**config.mk**
```make
export PLATFORM = sky130hd
export DESIGN_NAME = multicycle_control_fsm_flat
export DESIGN_NICKNAME = d
export VERILOG_FILES = /design/src/rtl/mips_ctrl_pkg.sv /design/src/rtl/multicycle_control_fsm_if.sv /design/src/rtl/instr_class_decode.sv /design/src/rtl/multicycle_control_fsm.sv /design/src/flat_wrapper.sv
export SDC_FILE = /design/constraint.sdc
export NUM_CORES = 1
export LEC_CHECK = 0
export BUFFER_PORTS_ARGS = -buffer_cell sky130_fd_sc_hd__buf_2
export CAP_MARGIN = 15
export CORE_ASPECT_RATIO = 0.9
export CORE_UTILIZATION = 56
export CTS_CLUSTER_SIZE = 14
export DETAILED_ROUTE_END_ITERATION = 7
export GPL_TIMING_DRIVEN = 0
export PLACE_DENSITY = 0.86
export SYNTH_ARGS = -nofsm -noshare
export SYNTH_HDL_FRONTEND = slang
export SYNTH_HIERARCHICAL = 1
export SYNTH_SLANG_ARGS = --single-unit
```
**constraint.sdc**
```tcl
create_clock -name Clk -period 3.6 [get_ports Clk]
set_input_delay 0.18 -clock Clk [delete_from_list [all_inputs] [get_ports Clk]]
set_output_delay 0.18 -clock Clk [all_outputs]
set_load 0.005 [all_outputs]
```
**src/rtl/mips_ctrl_pkg.sv**
```systemverilog
// Shared encodings for the multicycle MIPS controller: states, trap causes,
// opcode/funct fields, ALU operation codes and the decoded-instruction record.
package mips_ctrl_pkg;

    localparam logic [2:0] S_FETCH  = 3'd0;
    localparam logic [2:0] S_DECODE = 3'd1;
    localparam logic [2:0] S_EXEC   = 3'd2;
    localparam logic [2:0] S_MEM    = 3'd3;
    localparam logic [2:0] S_WB     = 3'd4;
    localparam logic [2:0] S_TRAP   = 3'd7;

    localparam logic [1:0] CAUSE_NONE    = 2'd0;
    localparam logic [1:0] CAUSE_ILLEGAL = 2'd1;
    localparam logic [1:0] CAUSE_TIMEOUT = 2'd2;

    localparam logic [5:0] OP_RTYPE = 6'h00, OP_REGIMM = 6'h01, OP_J    = 6'h02, OP_JAL  = 6'h03;
    localparam logic [5:0] OP_BEQ   = 6'h04, OP_BNE    = 6'h05, OP_BGTZ = 6'h07, OP_ADDI = 6'h08;
    localparam logic [5:0] OP_ADDIU = 6'h09, OP_SLTI   = 6'h0A, OP_ANDI = 6'h0C, OP_ORI  = 6'h0D;
    localparam logic [5:0] OP_XORI  = 6'h0E, OP_SPECIAL2 = 6'h1C, OP_LW = 6'h23, OP_SW   = 6'h2B;

    localparam logic [5:0] F_SLL  = 6'h00, F_SRL  = 6'h02, F_SRLV = 6'h06, F_JR   = 6'h08;
    localparam logic [5:0] F_MOVZ = 6'h0A, F_ADD  = 6'h20, F_ADDU = 6'h21, F_SUB  = 6'h22;
    localparam logic [5:0] F_SUBU = 6'h23, F_AND  = 6'h24, F_OR   = 6'h25, F_XOR  = 6'h26;
    localparam logic [5:0] F_NOR  = 6'h27, F_SLT  = 6'h2A;
    localparam logic [5:0] F2_MUL = 6'h02, F2_CLZ = 6'h20, F2_CLO = 6'h21;

    localparam logic [3:0] ALU_AND = 4'd0,  ALU_OR  = 4'd1,  ALU_ADD = 4'd2,  ALU_NOR  = 4'd3;
    localparam logic [3:0] ALU_XOR = 4'd4,  ALU_SUB = 4'd6,  ALU_SLT = 4'd7,  ALU_MUL  = 4'd9;
    localparam logic [3:0] ALU_SLL = 4'd10, ALU_GTZ = 4'd11, ALU_CLX = 4'd12, ALU_ROTR = 4'd13;

    localparam logic [2:0] BSRC_REG = 3'd0, BSRC_IMM = 3'd1, BSRC_SHAMT = 3'd2;
    localparam logic [2:0] BSRC_ZERO = 3'd3, BSRC_RS = 3'd4;

    typedef enum logic [3:0] {
        CLS_RTYPE, CLS_IMM, CLS_LOAD, CLS_STORE, CLS_BRANCH,
        CLS_JUMP, CLS_EXT, CLS_NOP, CLS_ILLEGAL
    } instrClassE;

    typedef enum logic [1:0] {BR_EQ, BR_NE, BR_LSB, BR_NLSB} branchKindE;

    typedef struct packed {
        instrClassE cls;
        logic [3:0] aluCtrl;
        logic       aluASrc;     // 0 rs, 1 rt
        logic [2:0] aluBSrc;
        logic [1:0] regDst;
        logic [1:0] regDataSel;  // 0 ALU, 1 PC+4, 2 rs
        logic       extendSign;
        branchKindE brKind;
        logic       jumpSel;
        logic       link;
        logic       condWrite;
    } decodeCtrlS;

endpackage

```
**src/rtl/multicycle_control_fsm_if.sv**
```systemverilog
// Controller <-> fetch/memory/datapath signal bundle; master is the controller side.
interface multicycle_control_fsm_if #(parameter int ALUCTRL_W = 4);
    // Handshakes: a request (MemRead in FETCH, MemRead/MemWrite in MEM) stays
    // asserted until the responder raises InstrValid/MemReady for one cycle;
    // the transfer completes on the rising edge where both are high.
    logic [31:0]          Instruction;
    logic                 InstrValid, MemReady, Zero, ALUResultLSB;
    logic                 IRWrite, PCWrite, BranchTaken, Jump, JumpSel;
    logic [ALUCTRL_W-1:0] ALUControl;
    logic                 ALUASrc;
    logic [2:0]           ALUBSrc;
    logic [1:0]           RegDst, RegDataSel;
    logic                 ExtendSign, MemRead, MemWrite, MemtoReg, RegWrite, Trap;
    logic [1:0]           TrapCause;
    logic [2:0]           State;

    modport master (
        input  Instruction, InstrValid, MemReady, Zero, ALUResultLSB,
        output IRWrite, PCWrite, BranchTaken, Jump, JumpSel, ALUControl, ALUASrc,
               ALUBSrc, RegDst, RegDataSel, ExtendSign, MemRead, MemWrite,
               MemtoReg, RegWrite, Trap, TrapCause, State
    );
    modport slave (
        output Instruction, InstrValid, MemReady, Zero, ALUResultLSB,
        input  IRWrite, PCWrite, BranchTaken, Jump, JumpSel, ALUControl, ALUASrc,
               ALUBSrc, RegDst, RegDataSel, ExtendSign, MemRead, MemWrite,
               MemtoReg, RegWrite, Trap, TrapCause, State
    );
endinterface

```
**src/rtl/instr_class_decode.sv**
```systemverilog
// Combinational IR classifier: instruction class plus the per-class datapath selects.
module instr_class_decode
    import mips_ctrl_pkg::*;
(
    input  logic [31:0] instr,
    output decodeCtrlS  ctrl
);
    logic [5:0] opcode, funct;
    logic [4:0] rt;

    assign opcode = instr[31:26];
    assign funct  = instr[5:0];
    assign rt     = instr[20:16];

    always_comb begin
        ctrl     = '0;
        ctrl.cls = CLS_ILLEGAL;
        if (instr == 32'd0) begin
            ctrl.cls = CLS_NOP;
        end else begin
            case (opcode)
                OP_RTYPE: begin
                    ctrl.cls    = CLS_RTYPE;
                    ctrl.regDst = 2'd1;
                    case (funct)
                        F_ADD, F_ADDU: ctrl.aluCtrl = ALU_ADD;
                        F_SUB, F_SUBU: ctrl.aluCtrl = ALU_SUB;
                        F_AND:         ctrl.aluCtrl = ALU_AND;
                        F_OR:          ctrl.aluCtrl = ALU_OR;
                        F_XOR:         ctrl.aluCtrl = ALU_XOR;
                        F_NOR:         ctrl.aluCtrl = ALU_NOR;
                        F_SLT:         ctrl.aluCtrl = ALU_SLT;
                        F_SLL: begin
                            ctrl.aluCtrl = ALU_SLL;
                            ctrl.aluASrc = 1'b1;
                            ctrl.aluBSrc = BSRC_SHAMT;
                        end
                        // Plain SRL/SRLV have no ALU code; only their rotate forms are accepted.
                        F_SRL, F_SRLV: begin
                            ctrl.cls     = ((funct == F_SRL) ? instr[21] : instr[6]) ? CLS_EXT : CLS_ILLEGAL;
                            ctrl.aluCtrl = ALU_ROTR;
                            ctrl.aluASrc = 1'b1;
                            ctrl.aluBSrc = (funct == F_SRL) ? BSRC_SHAMT : BSRC_RS;
                        end
                        F_JR: begin
                            ctrl.cls     = CLS_JUMP;
                            ctrl.regDst  = 2'd0;
                            ctrl.jumpSel = 1'b1;
                        end
                        // MOVZ: ALU passes rt through so Zero reports rt==0; rs is the write data.
                        F_MOVZ: begin
                            ctrl.cls        = CLS_EXT;
                            ctrl.aluCtrl    = ALU_OR;
                            ctrl.aluASrc    = 1'b1;
                            ctrl.aluBSrc    = BSRC_ZERO;
                            ctrl.regDataSel = 2'd2;
                            ctrl.condWrite  = 1'b1;
                        end
                        default: ctrl.cls = CLS_ILLEGAL;
                    endcase
                end
                OP_SPECIAL2: begin
                    ctrl.regDst = 2'd1;
                    case (funct)
                        F2_MUL:         begin ctrl.cls = CLS_EXT; ctrl.aluCtrl = ALU_MUL; end
                        F2_CLZ, F2_CLO: begin ctrl.cls = CLS_EXT; ctrl.aluCtrl = ALU_CLX; end
                        default:        ctrl.cls = CLS_ILLEGAL;
                    endcase
                end
                OP_ADDI, OP_ADDIU, OP_SLTI, OP_ANDI, OP_ORI, OP_XORI: begin
                    ctrl.cls        = CLS_IMM;
                    ctrl.aluBSrc    = BSRC_IMM;
                    ctrl.extendSign = (opcode == OP_ADDI) || (opcode == OP_ADDIU) || (opcode == OP_SLTI);
                    case (opcode)
                        OP_SLTI: ctrl.aluCtrl = ALU_SLT;
                        OP_ANDI: ctrl.aluCtrl = ALU_AND;
                        OP_ORI:  ctrl.aluCtrl = ALU_OR;
                        OP_XORI: ctrl.aluCtrl = ALU_XOR;
                        default: ctrl.aluCtrl = ALU_ADD;
                    endcase
                end
                OP_LW, OP_SW: begin
                    ctrl.cls        = (opcode == OP_LW) ? CLS_LOAD : CLS_STORE;
                    ctrl.aluCtrl    = ALU_ADD;
                    ctrl.aluBSrc    = BSRC_IMM;
                    ctrl.extendSign = 1'b1;
                end
                OP_BEQ, OP_BNE: begin
                    ctrl.cls     = CLS_BRANCH;
                    ctrl.aluCtrl = ALU_SUB;
                    ctrl.brKind  = (opcode == OP_BEQ) ? BR_EQ : BR_NE;
                end
                OP_REGIMM: begin
                    ctrl.cls     = (rt == 5'd0 || rt == 5'd1) ? CLS_BRANCH : CLS_ILLEGAL;
                    ctrl.aluCtrl = ALU_SLT;
                    ctrl.aluBSrc = BSRC_ZERO;
                    ctrl.brKind  = (rt == 5'd0) ? BR_LSB : BR_NLSB;
                end
                OP_BGTZ: begin
                    ctrl.cls     = CLS_BRANCH;
                    ctrl.aluCtrl = ALU_GTZ;
                    ctrl.aluBSrc = BSRC_ZERO;
                    ctrl.brKind  = BR_LSB;
                end
                OP_J:   ctrl.cls = CLS_JUMP;
                OP_JAL: begin
                    ctrl.cls        = CLS_JUMP;
                    ctrl.link       = 1'b1;
                    ctrl.regDst     = 2'd2;
                    ctrl.regDataSel = 2'd1;
                end
                default: ctrl.cls = CLS_ILLEGAL;
            endcase
        end
    end
endmodule

```
**src/rtl/multicycle_control_fsm.sv**
```systemverilog
// Multicycle MIPS controller: FETCH/DECODE/EXEC/MEM/WB sequencing with a shared
// memory port, illegal-instruction trap and memory-timeout trap.
module multicycle_control_fsm
    import mips_ctrl_pkg::*;
#(
    parameter int MEM_TIMEOUT = 15,
    parameter int ENABLE_EXT  = 1,
    parameter int ALUCTRL_W   = 4
) (
    input logic Clk,
    input logic Reset,
    multicycle_control_fsm_if.master bus
);
    localparam logic [7:0] WAIT_LAST = 8'(MEM_TIMEOUT - 1);

    logic [2:0]  state, stateNext;
    logic [1:0]  trapCause, trapCauseNext;
    logic [7:0]  waitCnt;
    logic [31:0] ir;
    decodeCtrlS  dec;
    logic        illegal, waitExpired, isLoad, isStore, aluActive;

    instr_class_decode uDecode (.instr(ir), .ctrl(dec));

    assign illegal     = (dec.cls == CLS_ILLEGAL) || ((dec.cls == CLS_EXT) && (ENABLE_EXT == 0));
    assign waitExpired = (waitCnt == WAIT_LAST);
    assign isLoad      = (dec.cls == CLS_LOAD);
    assign isStore     = (dec.cls == CLS_STORE);
    assign aluActive   = (state == S_EXEC) || (state == S_MEM) || (state == S_WB);

    always_comb begin
        stateNext     = state;
        trapCauseNext = trapCause;
        case (state)
            S_FETCH: begin
                if (bus.InstrValid) stateNext = S_DECODE;
                else if (waitExpired) begin
                    stateNext     = S_TRAP;
                    trapCauseNext = CAUSE_TIMEOUT;
                end
            end
            S_DECODE: begin
                if (dec.cls == CLS_NOP) stateNext = S_FETCH;
                else if (illegal) begin
                    stateNext     = S_TRAP;
                    trapCauseNext = CAUSE_ILLEGAL;
                end else stateNext = S_EXEC;
            end
            S_EXEC: begin
                case (dec.cls)
                    CLS_BRANCH:          stateNext = S_FETCH;
                    CLS_JUMP:            stateNext = dec.link ? S_WB : S_FETCH;
                    CLS_LOAD, CLS_STORE: stateNext = S_MEM;
                    default:             stateNext = S_WB;
                endcase
            end
            // MemReady wins over the timeout on the last allowed cycle.
            S_MEM: begin
                if (bus.MemReady) stateNext = isLoad ? S_WB : S_FETCH;
                else if (waitExpired) begin
                    stateNext     = S_TRAP;
                    trapCauseNext = CAUSE_TIMEOUT;
                end
            end
            S_WB:    stateNext = S_FETCH;
            S_TRAP:  stateNext = S_TRAP;
            default: stateNext = S_FETCH;
        endcase
    end

    always_ff @(posedge Clk) begin
        if (Reset) begin
            state     <= S_FETCH;
            trapCause <= CAUSE_NONE;
            waitCnt   <= 8'd0;
            ir        <= 32'd0;
        end else begin
            state     <= stateNext;
            trapCause <= trapCauseNext;
            if (stateNext != state) waitCnt <= 8'd0;
            else if (state == S_FETCH || state == S_MEM) waitCnt <= waitCnt + 8'd1;
            if (state == S_FETCH && bus.InstrValid) ir <= bus.Instruction;
        end
    end

    always_comb begin
        bus.IRWrite     = 1'b0;
        bus.PCWrite     = 1'b0;
        bus.BranchTaken = 1'b0;
        bus.Jump        = 1'b0;
        bus.JumpSel     = 1'b0;
        bus.MemRead     = 1'b0;
        bus.MemWrite    = 1'b0;
        bus.MemtoReg    = 1'b0;
        bus.RegWrite    = 1'b0;
        bus.RegDst      = 2'd0;
        bus.RegDataSel  = 2'd0;
        bus.ALUControl  = aluActive ? ALUCTRL_W'(dec.aluCtrl) : '0;
        bus.ALUASrc     = aluActive & dec.aluASrc;
        bus.ALUBSrc     = aluActive ? dec.aluBSrc : 3'd0;
        bus.ExtendSign  = aluActive & dec.extendSign;
        bus.Trap        = (state == S_TRAP);
        bus.TrapCause   = trapCause;
        bus.State       = state;
        case (state)
            S_FETCH: begin
                bus.MemRead = 1'b1;
                bus.IRWrite = bus.InstrValid;
                bus.PCWrite = bus.InstrValid;
            end
            S_EXEC: begin
                if (dec.cls == CLS_BRANCH) begin
                    case (dec.brKind)
                        BR_EQ:   bus.BranchTaken = bus.Zero;
                        BR_NE:   bus.BranchTaken = ~bus.Zero;
                        BR_LSB:  bus.BranchTaken = bus.ALUResultLSB;
                        default: bus.BranchTaken = ~bus.ALUResultLSB;
                    endcase
                end
                if (dec.cls == CLS_JUMP) begin
                    bus.Jump    = 1'b1;
                    bus.PCWrite = 1'b1;
                    bus.JumpSel = dec.jumpSel;
                end
            end
            S_MEM: begin
                bus.MemRead  = isLoad;
                bus.MemWrite = isStore;
            end
            S_WB: begin
                bus.RegWrite   = dec.condWrite ? bus.Zero : 1'b1;
                bus.RegDst     = dec.regDst;
                bus.RegDataSel = dec.regDataSel;
                bus.MemtoReg   = isLoad;
            end
            default: ;
        endcase
    end
endmodule

```
**src/flat_wrapper.sv**
```systemverilog
// flat-port wrapper written by rule: the top's interface ports become plain ports
module multicycle_control_fsm_flat import mips_ctrl_pkg::*;
#(
    parameter int MEM_TIMEOUT = 15,
    parameter int ENABLE_EXT  = 1,
    parameter int ALUCTRL_W   = 4
)
  (Clk, Reset, bus_Instruction, bus_InstrValid, bus_MemReady, bus_Zero, bus_ALUResultLSB, bus_IRWrite, bus_PCWrite, bus_BranchTaken, bus_Jump, bus_JumpSel, bus_ALUControl, bus_ALUASrc, bus_ALUBSrc, bus_RegDst, bus_RegDataSel, bus_ExtendSign, bus_MemRead, bus_MemWrite, bus_MemtoReg, bus_RegWrite, bus_Trap, bus_TrapCause, bus_State);
  multicycle_control_fsm_if #(.ALUCTRL_W(ALUCTRL_W)) bus_i ();
  input logic Clk;
  input logic Reset;
  input wire logic [$bits(bus_i.Instruction)-1:0] bus_Instruction;
  input wire logic [$bits(bus_i.InstrValid)-1:0] bus_InstrValid;
  input wire logic [$bits(bus_i.MemReady)-1:0] bus_MemReady;
  input wire logic [$bits(bus_i.Zero)-1:0] bus_Zero;
  input wire logic [$bits(bus_i.ALUResultLSB)-1:0] bus_ALUResultLSB;
  output wire logic [$bits(bus_i.IRWrite)-1:0] bus_IRWrite;
  output wire logic [$bits(bus_i.PCWrite)-1:0] bus_PCWrite;
  output wire logic [$bits(bus_i.BranchTaken)-1:0] bus_BranchTaken;
  output wire logic [$bits(bus_i.Jump)-1:0] bus_Jump;
  output wire logic [$bits(bus_i.JumpSel)-1:0] bus_JumpSel;
  output wire logic [$bits(bus_i.ALUControl)-1:0] bus_ALUControl;
  output wire logic [$bits(bus_i.ALUASrc)-1:0] bus_ALUASrc;
  output wire logic [$bits(bus_i.ALUBSrc)-1:0] bus_ALUBSrc;
  output wire logic [$bits(bus_i.RegDst)-1:0] bus_RegDst;
  output wire logic [$bits(bus_i.RegDataSel)-1:0] bus_RegDataSel;
  output wire logic [$bits(bus_i.ExtendSign)-1:0] bus_ExtendSign;
  output wire logic [$bits(bus_i.MemRead)-1:0] bus_MemRead;
  output wire logic [$bits(bus_i.MemWrite)-1:0] bus_MemWrite;
  output wire logic [$bits(bus_i.MemtoReg)-1:0] bus_MemtoReg;
  output wire logic [$bits(bus_i.RegWrite)-1:0] bus_RegWrite;
  output wire logic [$bits(bus_i.Trap)-1:0] bus_Trap;
  output wire logic [$bits(bus_i.TrapCause)-1:0] bus_TrapCause;
  output wire logic [$bits(bus_i.State)-1:0] bus_State;
  assign bus_i.Instruction = bus_Instruction;
  assign bus_i.InstrValid = bus_InstrValid;
  assign bus_i.MemReady = bus_MemReady;
  assign bus_i.Zero = bus_Zero;
  assign bus_i.ALUResultLSB = bus_ALUResultLSB;
  assign bus_IRWrite = bus_i.IRWrite;
  assign bus_PCWrite = bus_i.PCWrite;
  assign bus_BranchTaken = bus_i.BranchTaken;
  assign bus_Jump = bus_i.Jump;
  assign bus_JumpSel = bus_i.JumpSel;
  assign bus_ALUControl = bus_i.ALUControl;
  assign bus_ALUASrc = bus_i.ALUASrc;
  assign bus_ALUBSrc = bus_i.ALUBSrc;
  assign bus_RegDst = bus_i.RegDst;
  assign bus_RegDataSel = bus_i.RegDataSel;
  assign bus_ExtendSign = bus_i.ExtendSign;
  assign bus_MemRead = bus_i.MemRead;
  assign bus_MemWrite = bus_i.MemWrite;
  assign bus_MemtoReg = bus_i.MemtoReg;
  assign bus_RegWrite = bus_i.RegWrite;
  assign bus_Trap = bus_i.Trap;
  assign bus_TrapCause = bus_i.TrapCause;
  assign bus_State = bus_i.State;
  multicycle_control_fsm #(.MEM_TIMEOUT(MEM_TIMEOUT), .ENABLE_EXT(ENABLE_EXT), .ALUCTRL_W(ALUCTRL_W)) u_core (.Clk(Clk), .Reset(Reset), .bus(bus_i));
endmodule
```
### Word level (Yosys, flattened, before mapping)

Cells that the tools add are included.

| storage, ports and cells | value |
|---|---|
| bits in registers | 45 |
| input bits | 38 |
| output and inout bits | 28 |

| cells by class | value |
|---|---|
| $add $sub $neg | 1 |
| equal/unequal tests | 48 |
| multiplexer cells | 63 |
| bitwise gates (word level) | 4 |
| reduce and logical (&&, ||, !) cells | 30 |

Operators with widths:

| cell | count |
|---|---|
| $eq 6x6->1 const B | 11 |
| $pmux 4 s7 | 2 |
| $eq 6x4->1 const B | 8 |
| $logic_not 32->1 | 1 |
| $pmux 4 s8 | 1 |
| $mux 3 | 9 |
| $eq 6x3->1 const B | 4 |
| $mux 1 | 22 |
| $mux 4 | 5 |
| $reduce_or 2->1 | 10 |
| $eq 6x2->1 const B | 3 |
| $mux 18 | 1 |
| $pmux 2 s3 | 3 |
| $pmux 3 s3 | 2 |
| $mux 2 | 8 |
| $pmux 4 s4 | 1 |
| $pmux 3 s5 | 1 |
| $eq 4x3->1 const B | 3 |
| $logic_not 6->1 | 2 |
| $pmux 3 s4 | 1 |
| $pmux 4 s3 | 1 |
| $reduce_or 10->1 | 1 |
| $add 8x1->8 const B | 1 |
| $eq 4x2->1 const B | 2 |
| other kinds (29) | 43 |

### Longest topological paths before layout

| depth | value |
|---|---|
| word-level depth | 12 |
| mapped depth | 13 |
| mapped depth without buffers | 10 |

### Cells and area by module

The synthesis kept the hierarchy.

Modules (own cells, without submodules):

| module | times used | cells an instance | area each (sq um) | seq. area each (sq um) |
|---|---|---|---|---|
| multicycle_control_fsm | 1 | 283 | 2222.1 | 900.9 |
| instr_class_decode | 1 | 144 | 983.4 | 0.0 |

### Worst setup path after synthesis

OpenSTA, ideal clock, no wires.

| timing path | value |
|---|---|
| path type | register to register |
| start | reg u_core.ir[5] |
| end | reg u_core.waitCnt[1] |
| arrival | 2.779 ns |
| data required time | 3.500 ns |
| setup slack | 0.721 ns |
| cell stages (with the launch flop) | 14 |
| path buffers | 3 |
| path through | dfxtp_1 > buf_6 > nor4_2 > nand4_1 > nor3_4 > a31oi_1 > o211ai_1 > or3b_1 > buf_6 > o21ai_2 > a21oi_1 > or3_1 > buf_6 > a2111oi_4 |

RTL lines:

| element | line | RTL |
|---|---|---|
| start: declaration | multicycle_control_fsm.sv:19 | `logic [31:0] ir;` |
| start signal: assignment | multicycle_control_fsm.sv:82 | `if (state == S_FETCH && bus.InstrValid) ir <= bus.Instruction;` |
| end signal: assignment | multicycle_control_fsm.sv:81 | `else if (state == S_FETCH \|\| state == S_MEM) waitCnt <= waitCnt + 8'd1;` |
| end: declaration | multicycle_control_fsm.sv:18 | `logic [7:0] waitCnt;` |

==> impl_results.md <==
* RSZ-0062 raised after global routing: no
* Avg WL per Cell at 14.6 um
* Clock share of power at between 10 and 15%
* Critical path data required time at 3.80 ns
* HP Class: in -> reg
* Post-synth EDFFs at 0
* WL met1 at ~3700 um
* Crit path buffers/inverters at 3
* Slew HR at 46.3%
* H-tree depth at 2
* FF-to-FF path depth at 12
* Final hold violation count at 0
* Die height at between 70 and 80 um
* Dominant cell type by area after synthesis: dfxtp_1
* Critical path depth at 12
* Leakage at between 1.5 and 2 nW
* Via count at 3417
* Synth Net Count at 467
* Internal Power at 1.31 mW
* Syn_area_per_cell at 7.51 um^2
* Cell Chain, Critical Path: buf_6 -> nor4_2 -> nand4_1 -> nor3_4 -> a31oi_1 -> o211ai_1 -> buf_4 -> or3b_1 -> buf_6 -> a41oi_1 -> a31oi_4 -> a2111oi_4
* Warnings, synthesis at 6
* Worst path arrival time at about 3.6 ns
* Most used cell, CP: buf_6
* DR WL met2 at about 3800 um
* CTS Buf Count at 5
* Status: completed
* Row count at 25
* Vias in the first global route at about 2900
* Clock transition at the registers of the reported paths at around 0.08 ns
* Chip width at about 80 um
* Peak Freq at 0.297 GHz
* Setup violators final at 0
* Total GRT Usage at 28.2%
* FFs w/ async S/R, synth at 0%
* Worst Path Max Fanout at 10
* Area contributors post-synth: dfxtp_1 (28%), nand2_1 (11%), a21oi_1 (7.5%), nor2_1 (3.2%), nor2b_1 (2.9%)
* Worst path top cell family by delay: simple AND/OR/NAND/NOR gates
* Synth cell types at 69
* Slew Viols, Final at 0
* Max-cap viol count at 0
* Number of diodes at 0
* Antenna-violating nets left at 0
* Hold Path Depth at 3
* Share of layout cells above drive strength 1 at 24.9%
* Final Util at 69.1%
* CP endpoint kind: flip-flop
* CTS Hold Bufs at 0
* Register area share after synthesis at 28.1%
* Setup crit start kind: flip-flop
* Seq pwr share at 27.8%
* I/O Buffers at between 60 and 70
* Reg-to-reg slack, setup at 0.24 ns
* Initial Utilization at 59.6%
* Fin crit share at approximately 93%
* Worst skew pair latency at 0.30 ns
* Placeable Area at 0.00538 mm^2
* Critical path class: reg -> reg
* Largest net degree at the start of global routing at 15
* Top Layer Used: met4
* Min Tclk post-route at 3.36 ns
* CTS sink cnt at 45
* Dpl hpwl at ~6200 um
* Initial antenna violation count at 0
* First DRT Iteration DRCs at 298
* Measured slew at the worst slew-check pin at 0.806 ns
* CTS tree: yes
* GRT overflow at 0
* Layout fillers at 471
* Flops & latches, synth at between 40 and 50
* Die Area at 0.00603 mm^2
* Via density at 6.01
* CP max stage delay at around 0.39 ns
* Setup tns final at 0 ns
* Logic pwr share at 59.8%
* Worst VDD drop at roughly 0.36 mV
* Sw frac at 47.1%
* Post-CTS Setup Inserts at 0
* Met3 WL at 586 um
* Final Skew at 0.00829 ns
* # DRC at 0
* Routability Congestion at 0.940
* Root Buffer: clkbuf_8
* Post_cts resized at 0
* P&R area growth vs syn at 15.9%
* Share of the synthesized area in the top cell type at 28.1%
* P_sw at 1.16 mW
* Post-Synthesis Cells at 427
* NumNets Final at 541
* Synthesized area at 0.00321 mm^2
* Drt pass-1 iters at 5
* Pwr per Cell Area at ~670 mW/mm^2
* Main flop type after synthesis: dfxtp_1
* Total wire length at 8330 um
* Maximum clock path buffer count at 2
* # IOs at 66
* CP max-delay cell: nor4_2
* First-pass GRT wire length at roughly 13000 um
## worst reg2reg max path: stages (launching register included)
cell and delay (ns):
dfxtp_1 0.32, buf_6 0.14, nor4_2 0.39, nand4_1 0.23, nor3_4 0.30, a31oi_1 0.08
o211ai_1 0.19, buf_4 0.17, or3b_1 0.36, buf_6 0.15, a41oi_1 0.39, a31oi_4 0.24
a2111oi_4 0.31
## final cells by class
class / instances / area (um^2) / share of cell area, %
multi-input cells: 338 / 2030 / 54.5
well taps: 67 / 83.8 / 2.26
clock inverters: 3 / 17.5 / 0.471
clock buffers: 5 / 68.8 / 1.85
plain buffers: 33 / 238 / 6.40
repair buffers: 67 / 340 / 9.16
flip-flops and latches: 45 / 901 / 24.2
inverters: 11 / 41.3 / 1.11
## routing by layer
layer | GRT usage (%) | vias to the layer above
met1 | 38.6 | 1569
met4 | 11.1 | 0
li1 | - | 1664
met3 | 4.10 | 21
met5 | 0 | -
met2 | 44.4 | 163
## kinds of logic after synthesis
family	synth area share [%]
buffers and inverters	8.70
AO/OA/AOI/OAI	22.3
multiplexers	1.56
flip-flops	28.1
AND/OR/NAND/NOR	36.4
adder cells (fa/ha/maj)	0.781
XOR/XNOR	2.19
## power by group through the flow
| stage | Combinational [mW] | Sequential, mW | Clock [mW] |
|---|---|---|---|
| 2_1_floorplan | 1.11 | 0.678 | 0 |
| 3_3_place_gp | 1.40 | 0.692 | 0 |
| 3_5_place_dp | 1.43 | 0.699 | 0 |
| 4_1_cts | 1.44 | 0.688 | 0.314 |
| 5_1_grt | 1.61 | 0.705 | 0.329 |
| 6_report | 1.48 | 0.689 | 0.306 |
## cell usage in the layout (no fill, tap or decap), drive strengths merged, types with 4 or more instances in the layout
| cell type | count |
|---|---|
| a2111oi | 4 |
| a211oi | 5 |
| a21oi | 48 |
| a221oi | 4 |
| a22oi | 5 |
| and2 | 4 |
| and3 | 14 |
| buf | 84 |
| clkbuf | 21 |
| clkinv | 4 |
| dfxtp | 45 |
| inv | 9 |
| mux2i | 5 |
| nand2 | 91 |
| nand2b | 6 |
| nand3 | 7 |
| nand4 | 4 |
| nor2 | 27 |
| nor2b | 16 |
| nor3 | 22 |
| nor4 | 9 |
| o21ai | 12 |
| o22ai | 6 |
| or2 | 5 |
| xor2 | 6 |
## synth_stat cells, types with 5 or more instances
| cell type | number |
|---|---|
| nand2_1 | 90 |
| a21oi_1 | 48 |
| dfxtp_1 | 45 |
| nor2_1 | 27 |
| nor2b_1 | 15 |
| clkbuf_1 | 13 |
| and3_1 | 12 |
| nor3_1 | 11 |
| o21ai_0 | 11 |
| inv_1 | 9 |
| buf_6 | 8 |
| nor3_2 | 8 |
| nand3_1 | 7 |
| nor4_1 | 6 |
| o22ai_1 | 6 |
| xor2_1 | 6 |
| a22oi_1 | 5 |
| buf_4 | 5 |
| mux2i_1 | 5 |
| nand2b_1 | 5 |
## per-stage QoR
stage          setup slack (ns)  cells  instance area, um^2  power, mW  hold WS, ns
6_report                  0.237    569                 3720       2.48        0.111
5_1_grt                   0.105    569                 3720       2.64        0.113
4_1_cts                   0.189    567                 3700       2.45        0.104
3_5_place_dp              0.240    559                 3610       2.13        0.429
3_3_place_gp              0.253    559                 3610       2.09        0.421
2_1_floorplan             0.721    427                 3210       1.79        0.316
## sequential cells by signal, indices dropped and copies added, names as in the netlist
register / cells
u_core/bus.State: 3
u_core/bus.TrapCause: 2
u_core/ir: 32
u_core/waitCnt: 8
## final timing paths
check,start,endpoint
hold reg to reg,u_core/ir[7]$_SDFFE_PP0P_,u_core/ir[7]$_SDFFE_PP0P_
setup reg to reg,u_core/ir[5]$_SDFFE_PP0P_,u_core/waitCnt[1]$_SDFFE_PP0P_
setup / recovery,u_core/ir[5]$_SDFFE_PP0P_,u_core/waitCnt[1]$_SDFFE_PP0P_
hold / removal,bus_Instruction[15],u_core/ir[15]$_SDFFE_PP0P_
Note: power is estimated with default switching activity, not from simulation.
